### config.mk
export PLATFORM = sky130hd
export DESIGN_NAME = ppl_pixel_writer
export DESIGN_NICKNAME = d
export VERILOG_FILES = /design/src/rtl/ppl_pixel_writer.sv
export SDC_FILE = /design/constraint.sdc
export NUM_CORES = 1
export LEC_CHECK = 0
export ABC_AREA = 1
export CORE_MARGIN = 3
export CORE_UTILIZATION = 45
export CTS_CLUSTER_SIZE = 16
export DETAILED_ROUTE_END_ITERATION = 10
export PLACE_DENSITY_LB_ADDON = 0.2
export REMOVE_ABC_BUFFERS = 1
export SLEW_MARGIN = 20
export SYNTH_ARGS = -nofsm -noshare
export SYNTH_HDL_FRONTEND = slang
export SYNTH_SLANG_ARGS = --single-unit
### constraint.sdc
create_clock -name clk_ppl -period 7.92 [get_ports clk_ppl]
set_input_delay 1.188 -clock clk_ppl [delete_from_list [all_inputs] [get_ports clk_ppl]]
set_output_delay 1.188 -clock clk_ppl [all_outputs]
set_load 0.03 [all_outputs]
### src/rtl/ppl_pixel_writer.sv
// Texture-lookup pixel writer: accepts pixels, fetches texels, queues framebuffer writes, double-buffers on vs.
// Latency: valid -> FIFO push 2 cycles, fb_wr_req the cycle after; backpressure via fb_wr_ack, overflow drops and counts.

module ppl_pixel_writer_fifo #(
    parameter int W     = 37,
    parameter int DEPTH = 16
) (
    input  logic         clk_i,
    input  logic         rst_i,
    input  logic         push_i,
    input  logic [W-1:0] dat_i,
    input  logic         pop_i,
    output logic         full_o,
    output logic         empty_o,
    output logic [W-1:0] head_o
);
    localparam int AW = $clog2(DEPTH);
    localparam logic [AW:0] FULL_CNT = (AW+1)'(DEPTH);

    logic [W-1:0]  mem_q [DEPTH];
    logic [AW-1:0] wr_ptr_q, rd_ptr_q;
    logic [AW:0]   cnt_q;

    // Callers qualify push/pop, so a push while full only arrives together with a pop.
    always_ff @(posedge clk_i) begin
        if (rst_i) begin
            wr_ptr_q <= '0;
            rd_ptr_q <= '0;
            cnt_q    <= '0;
        end else begin
            if (push_i) wr_ptr_q <= wr_ptr_q + AW'(1);
            if (pop_i)  rd_ptr_q <= rd_ptr_q + AW'(1);
            if (push_i && !pop_i)      cnt_q <= cnt_q + (AW+1)'(1);
            else if (pop_i && !push_i) cnt_q <= cnt_q - (AW+1)'(1);
        end
    end

    always_ff @(posedge clk_i) begin
        if (push_i && !rst_i) mem_q[wr_ptr_q] <= dat_i;
    end

    assign full_o  = (cnt_q == FULL_CNT);
    assign empty_o = (cnt_q == '0);
    assign head_o  = mem_q[rd_ptr_q];
endmodule

module ppl_pixel_writer #(
    parameter int H_DISP     = 1280,
    parameter int V_DISP     = 720,
    parameter int FIFO_DEPTH = 16
) (
    input  logic        clk_ppl,
    input  logic        rst,
    input  logic        valid,
    input  logic        vs,
    input  logic [19:0] pixel_addr,
    input  logic [12:0] texture_addr,
    output logic [12:0] tex_addr,
    input  logic [15:0] tex_data,
    output logic        fb_wr_req,
    output logic [20:0] fb_wr_addr,
    output logic [15:0] fb_wr_data,
    input  logic        fb_wr_ack,
    output logic        fb_sel,
    output logic        frame_done,
    output logic        overflow,
    output logic [15:0] drop_cnt
);
    localparam int unsigned NPIX = H_DISP * V_DISP;

    typedef enum logic [1:0] {ST_RUN, ST_DRAIN, ST_SWAP} state_t;

    state_t      state_q, state_d;
    logic        vs_q;
    logic        s1_vld_q, s2_vld_q;
    logic [19:0] s1_addr_q, s2_addr_q;
    logic        fb_sel_q, overflow_q;
    logic [15:0] drop_cnt_q, drop_cnt_d;
    logic        swap_en;

    logic        accept, push, pop, push_ok, ovf_drop, drop;
    logic        fifo_full, fifo_empty;
    logic [36:0] fifo_head;

    assign accept   = valid && (state_q == ST_RUN) && (32'(pixel_addr) < NPIX);
    assign tex_addr = accept ? texture_addr : '0;

    // Stage 2 lines up with the ROM's 2-cycle read, so tex_data belongs to s2_addr_q.
    assign push     = s2_vld_q;
    assign pop      = !fifo_empty && fb_wr_ack;
    assign push_ok  = push && (!fifo_full || pop);
    assign ovf_drop = push && fifo_full && !pop;
    assign drop     = (valid && !accept) || ovf_drop;

    always_comb begin
        drop_cnt_d = drop_cnt_q;
        if (drop && drop_cnt_q != 16'hFFFF) drop_cnt_d = drop_cnt_q + 16'd1;
    end

    always_ff @(posedge clk_ppl) begin
        if (rst) begin
            vs_q       <= 1'b0;
            s1_vld_q   <= 1'b0;
            s2_vld_q   <= 1'b0;
            s1_addr_q  <= '0;
            s2_addr_q  <= '0;
            fb_sel_q   <= 1'b0;
            overflow_q <= 1'b0;
            drop_cnt_q <= '0;
        end else begin
            vs_q       <= vs;
            s1_vld_q   <= accept;
            s1_addr_q  <= pixel_addr;
            s2_vld_q   <= s1_vld_q;
            s2_addr_q  <= s1_addr_q;
            drop_cnt_q <= drop_cnt_d;
            if (ovf_drop) overflow_q <= 1'b1;
            if (swap_en)  fb_sel_q   <= ~fb_sel_q;
        end
    end

    always_ff @(posedge clk_ppl) begin
        if (rst) state_q <= ST_RUN;
        else     state_q <= state_d;
    end

    always_comb begin
        state_d = state_q;
        case (state_q)
            ST_RUN:   if (vs && !vs_q) state_d = ST_DRAIN;
            ST_DRAIN: if (!s1_vld_q && !s2_vld_q && fifo_empty) state_d = ST_SWAP;
            ST_SWAP:  state_d = ST_RUN;
            default:  state_d = ST_RUN;
        endcase
    end

    always_comb begin
        swap_en    = (state_q == ST_SWAP);
        frame_done = (state_q == ST_SWAP);
    end

    ppl_pixel_writer_fifo #(
        .W     (37),
        .DEPTH (FIFO_DEPTH)
    ) u_fifo (
        .clk_i   (clk_ppl),
        .rst_i   (rst),
        .push_i  (push_ok),
        .dat_i   ({fb_sel_q, s2_addr_q, tex_data}),
        .pop_i   (pop),
        .full_o  (fifo_full),
        .empty_o (fifo_empty),
        .head_o  (fifo_head)
    );

    assign fb_wr_req  = !fifo_empty;
    assign fb_wr_addr = fifo_empty ? 21'd0 : fifo_head[36:16];
    assign fb_wr_data = fifo_empty ? 16'd0 : fifo_head[15:0];
    assign fb_sel     = fb_sel_q;
    assign overflow   = overflow_q;
    assign drop_cnt   = drop_cnt_q;
endmodule
==> metrics.md <==
| Metric | Value |
|---|---|
| Clock tree skew after final layout | 0.0246 ns |
| CP Class | reg2out |
| Library cell used as clock root buffer | clkbuf_16 |
| I/O pins | 124 |
| End point of the most critical hold path | s2_addr_q[13] |
| Synth top area share | 0.657 |
| CTS max path bufs | 3 |
| Data required, critical path | 6.73 ns |
| Reg-to-reg critical path startpoint | u_fifo.cnt_q[0] |
| Xor and xnor fraction of the mapped netlist area | 0.00356 |
| Clk Latency, worst-skew pair | 0.61 ns |
| Smallest hold slack | 0.389 ns |
| Hold path startpoint | s1_addr_q[13] |
| Buffers added on ports | 123 |
| Maximum number of pins on one net before global-route repair | 237 |
| Post-synthesis async set-or-reset flop share | 0 |
| Top FF cell, synth | edfxtp_1 |
| Kind of start point of the critical path | flop |
| Standard cell with the maximum stage delay on the critical path | inv_8 |
| IR drop worst, VDD | 0.265 mV |
| CTS hold repair buffers | 0 |
| Highest-count cells in the layout ignoring fill and taps | 592 x edfxtp_1, 577 x nand2_1, 241 x nor2_1 |
| Synthesized area per cell | 11.6 µm² |
| Number of antenna diodes | 0 |
| Synth area leaders | edfxtp_1 66%, nand2_1 8.0%, dfxtp_1 5.9%, a21oi_1 3.8%, nor2_1 3.6% |
| HPWL reported at the end of detailed placement | 29700 µm |
| Ratio of cells with drive above 1 in the final layout | 0.0715 |
| Max incr delay on CP | 0.74 ns |
| YS warnings | 0 |
| Most area-hungry cell type in the Yosys netlist | edfxtp_1 |
| Wire length of the first global-routing pass | 99400 µm |
| Final Setup Violations | 0 |
| Yosys reg bits | 672 |
| Crit path capture type | output port |
| Dominant combinational cell family by area after synthesis | simple AND/OR/NAND/NOR gates |
| Via Count | 17600 |
| Number of buffers added by the clock tree synthesis step | 69 |
| Pleak | 11.0 nW |
| Max Transition Viols Final | 0 |
| Core footprint | 0.0592 mm² |
| Cell count after synthesis | 2336 |
| Antenna violation net count after detailed routing | 0 |
| Post-cts resize count | 0 |
| Run status | finished, final reports clean |
| Mux contribution to synthesized area | 0 |
| Max Cap Viol | 0 |
| Synthesis-to-finish area growth | 14.7% |
| Remaining routing DRC violations | 0 |
| Terminus of the critical flop-to-flop path | u_fifo.mem_q[5][21] |
| Filler Cell Count | 5039 |
| Total number of nets in the final design | 2485 |
| Top cell family by delay on the critical path | buffers and inverters |
| Length in cells of the worst reg-to-reg path | 7 |
| Total stage count of the critical path | 9 |
| CP max FO | 169 |
| Cell Chain, Critical Path | inv_8 > buf_4 > nand2_1 > nand3_1 > nand2_1 > a21oi_1 > o31ai_1 > a21oi_1 > clkdlybuf4s50_1 |
| Final Critical Period | 5.52 ns |
| Actual slew at the worst max-slew pin | 1.11 ns |
| Drt first pass iters | 5 |
| Clock transition at the registers of the reported paths | 0.06 ns |
| Area of the die | 0.0631 mm² |
| Starting density of the core | 0.456 |
| Average wire per standard cell | 20.2 µm |
| Number of synthesized flops with an enable pin | 592 |
| Compound-gate portion of the synthesized area | 0.0775 |
| Critical path arrival | 4.33 ns |
| Number of distinct library cells after synthesis | 32 |
| Vert. Die Dim | 251 µm |
| Die width | 251 µm |
| Antenna violations before repair | 0 |
| Number of sinks handled by clock tree synthesis | 672 |
| Count of routing violations after the opening detailed-route iteration | 1492 |
| Most common cell after layout, fill and taps aside | edfxtp_1 |
| Power density over the cells | 309 mW/mm² |
| Vias in the first global route | 17000 |
| Number of placement rows | 89 |
| Mean number of vias per cell | 5.40 |
| Global-route total usage across every layer | 0.207 |
| GP Congestion | 0.778 |
| Setup repair after global routing missed its margin | no |
| TritonCTS clock tree | built |
| Post-Synthesis Cell Area | 0.0270 mm² |
| Post-CTS setup buffer count | 0 |
| Tightest Hold Check Type | reg2reg |
| Final Hold Violating Endpoints | 0 |
| Share of the cycle needed by the critical path after routing | 0.697 |
| Cell count of the worst hold path | 2 |
| Total wire length | 65800 µm |
| Maximum achievable frequency | 0.181 GHz |
| Portion of the post-synthesis area used by sequential elements | 0.717 |
| Simple-gate share of the synthesized area | 0.157 |
| H-tree depth reported by CTS | 3 |
| Residual overflow from global routing | 0 |
| Setup slack, reg-to-reg | 5.41 ns |
| Max-slew headroom at the worst pin | 0.258 |
| Area share of fa/ha/maj cells after synthesis | 0.00537 |
| Crit path buf inv count | 3 |
| Final cell utilization of the core | 0.524 |
## flip-flops by register name, indices dropped and copies added (netlist names), 2 cells and up, named ones only
signal and count:
u_fifo.mem_q 592, u_fifo.rd_ptr_q 4, s2_addr_q 20, u_fifo.wr_ptr_q 4
state_q 2, u_fifo.cnt_q 5, s1_addr_q 20, drop_cnt 16
## routing by layer
metal  track usage  wire length [µm]  share of wire
met1         0.291             29700           0.45
met2         0.333             30400           0.46
met3        0.0370              4300          0.065
met4        0.0607              1390          0.021
met5             0                 0              0
## stage by stage
| step | instance area (µm²) | power, mW | setup TNS (ns) | setup slack [ns] | instances |
|---|---|---|---|---|---|
| after CTS | 31000 | 9.67 | 0 | 2.30 | 3250 |
| after global routing | 31000 | 10.1 | 0 | 2.09 | 3250 |
| final | 31000 | 9.59 | 0 | 2.40 | 3250 |
| after global placement | 28900 | 6.56 | 0 | 2.96 | 3122 |
| after detailed placement | 28900 | 6.59 | 0 | 2.94 | 3122 |
| after floorplan | 26300 | 5.75 | -73.00 | -1.97 | 2198 |
## worst reg2reg max path: stages (launching register included)
cell and delay (ns):
dfxtp_1 0.42, nor2_1 0.11, nand3_1 0.09, nand2_1 0.12
inv_1 0.21, nand2_1 0.28, nor2_4 0.16, buf_4 0.65
## report_power, final
part / internal [mW] / switching [mW]
Combinational: 0.811 / 1.69
Sequential: 3.89 / 0.117
Clock: 1.77 / 1.31
Total: 6.47 / 3.12
## cell families (layout without fill, tap and decap cells)
group,Yosys count,count (layout)
adder cells (fa/ha/maj),11,11
flip-flops,672,672
buffers and inverters,226,367
XOR/XNOR,11,11
AO/OA/AOI/OAI,374,374
AND/OR/NAND/NOR,1042,1042
## synthesized netlist by cell type (5+ instances only)
| master | number |
|---|---|
| edfxtp_1 | 592 |
| nand3_1 | 180 |
| buf_2 | 55 |
| a21oi_1 | 203 |
| a21oi_2 | 10 |
| buf_4 | 15 |
| dfxtp_1 | 80 |
| clkbuf_1 | 50 |
| nand2_1 | 577 |
| inv_1 | 84 |
| nand4_1 | 7 |
| buf_6 | 12 |
| o31ai_1 | 74 |
| nand2_2 | 12 |
| nor2_1 | 258 |
| ha_1 | 10 |
| o21ai_0 | 86 |
| buf_1 | 5 |
| xor2_1 | 8 |
## layout make-up
| type | count | area (µm²) | share of cell area |
|---|---|---|---|
| flip-flops and latches | 672 | 19400 | 0.625 |
| multi-input cells | 1438 | 6710 | 0.216 |
| clock buffers | 105 | 2030 | 0.0654 |
| repair buffers | 151 | 1450 | 0.0468 |
| well taps | 773 | 967 | 0.0312 |
| inverters | 88 | 340 | 0.0110 |
| clock inverters | 23 | 136 | 0.00440 |
## worst max path at each step
| stage | start | to | slack (ns) |
|---|---|---|---|
| after CTS | flop | fb_wr_addr[14] | 2.30 |
| after detailed placement | flop | fb_wr_addr[14] | 2.94 |
| after global placement | flop | fb_wr_addr[14] | 2.96 |
| final | flop | fb_wr_addr[14] | 2.40 |
| after floorplan | flop | fb_wr_addr[0] | -1.97 |
| after global routing | flop | fb_wr_addr[14] | 2.09 |
(Power assumes the default switching activity.)
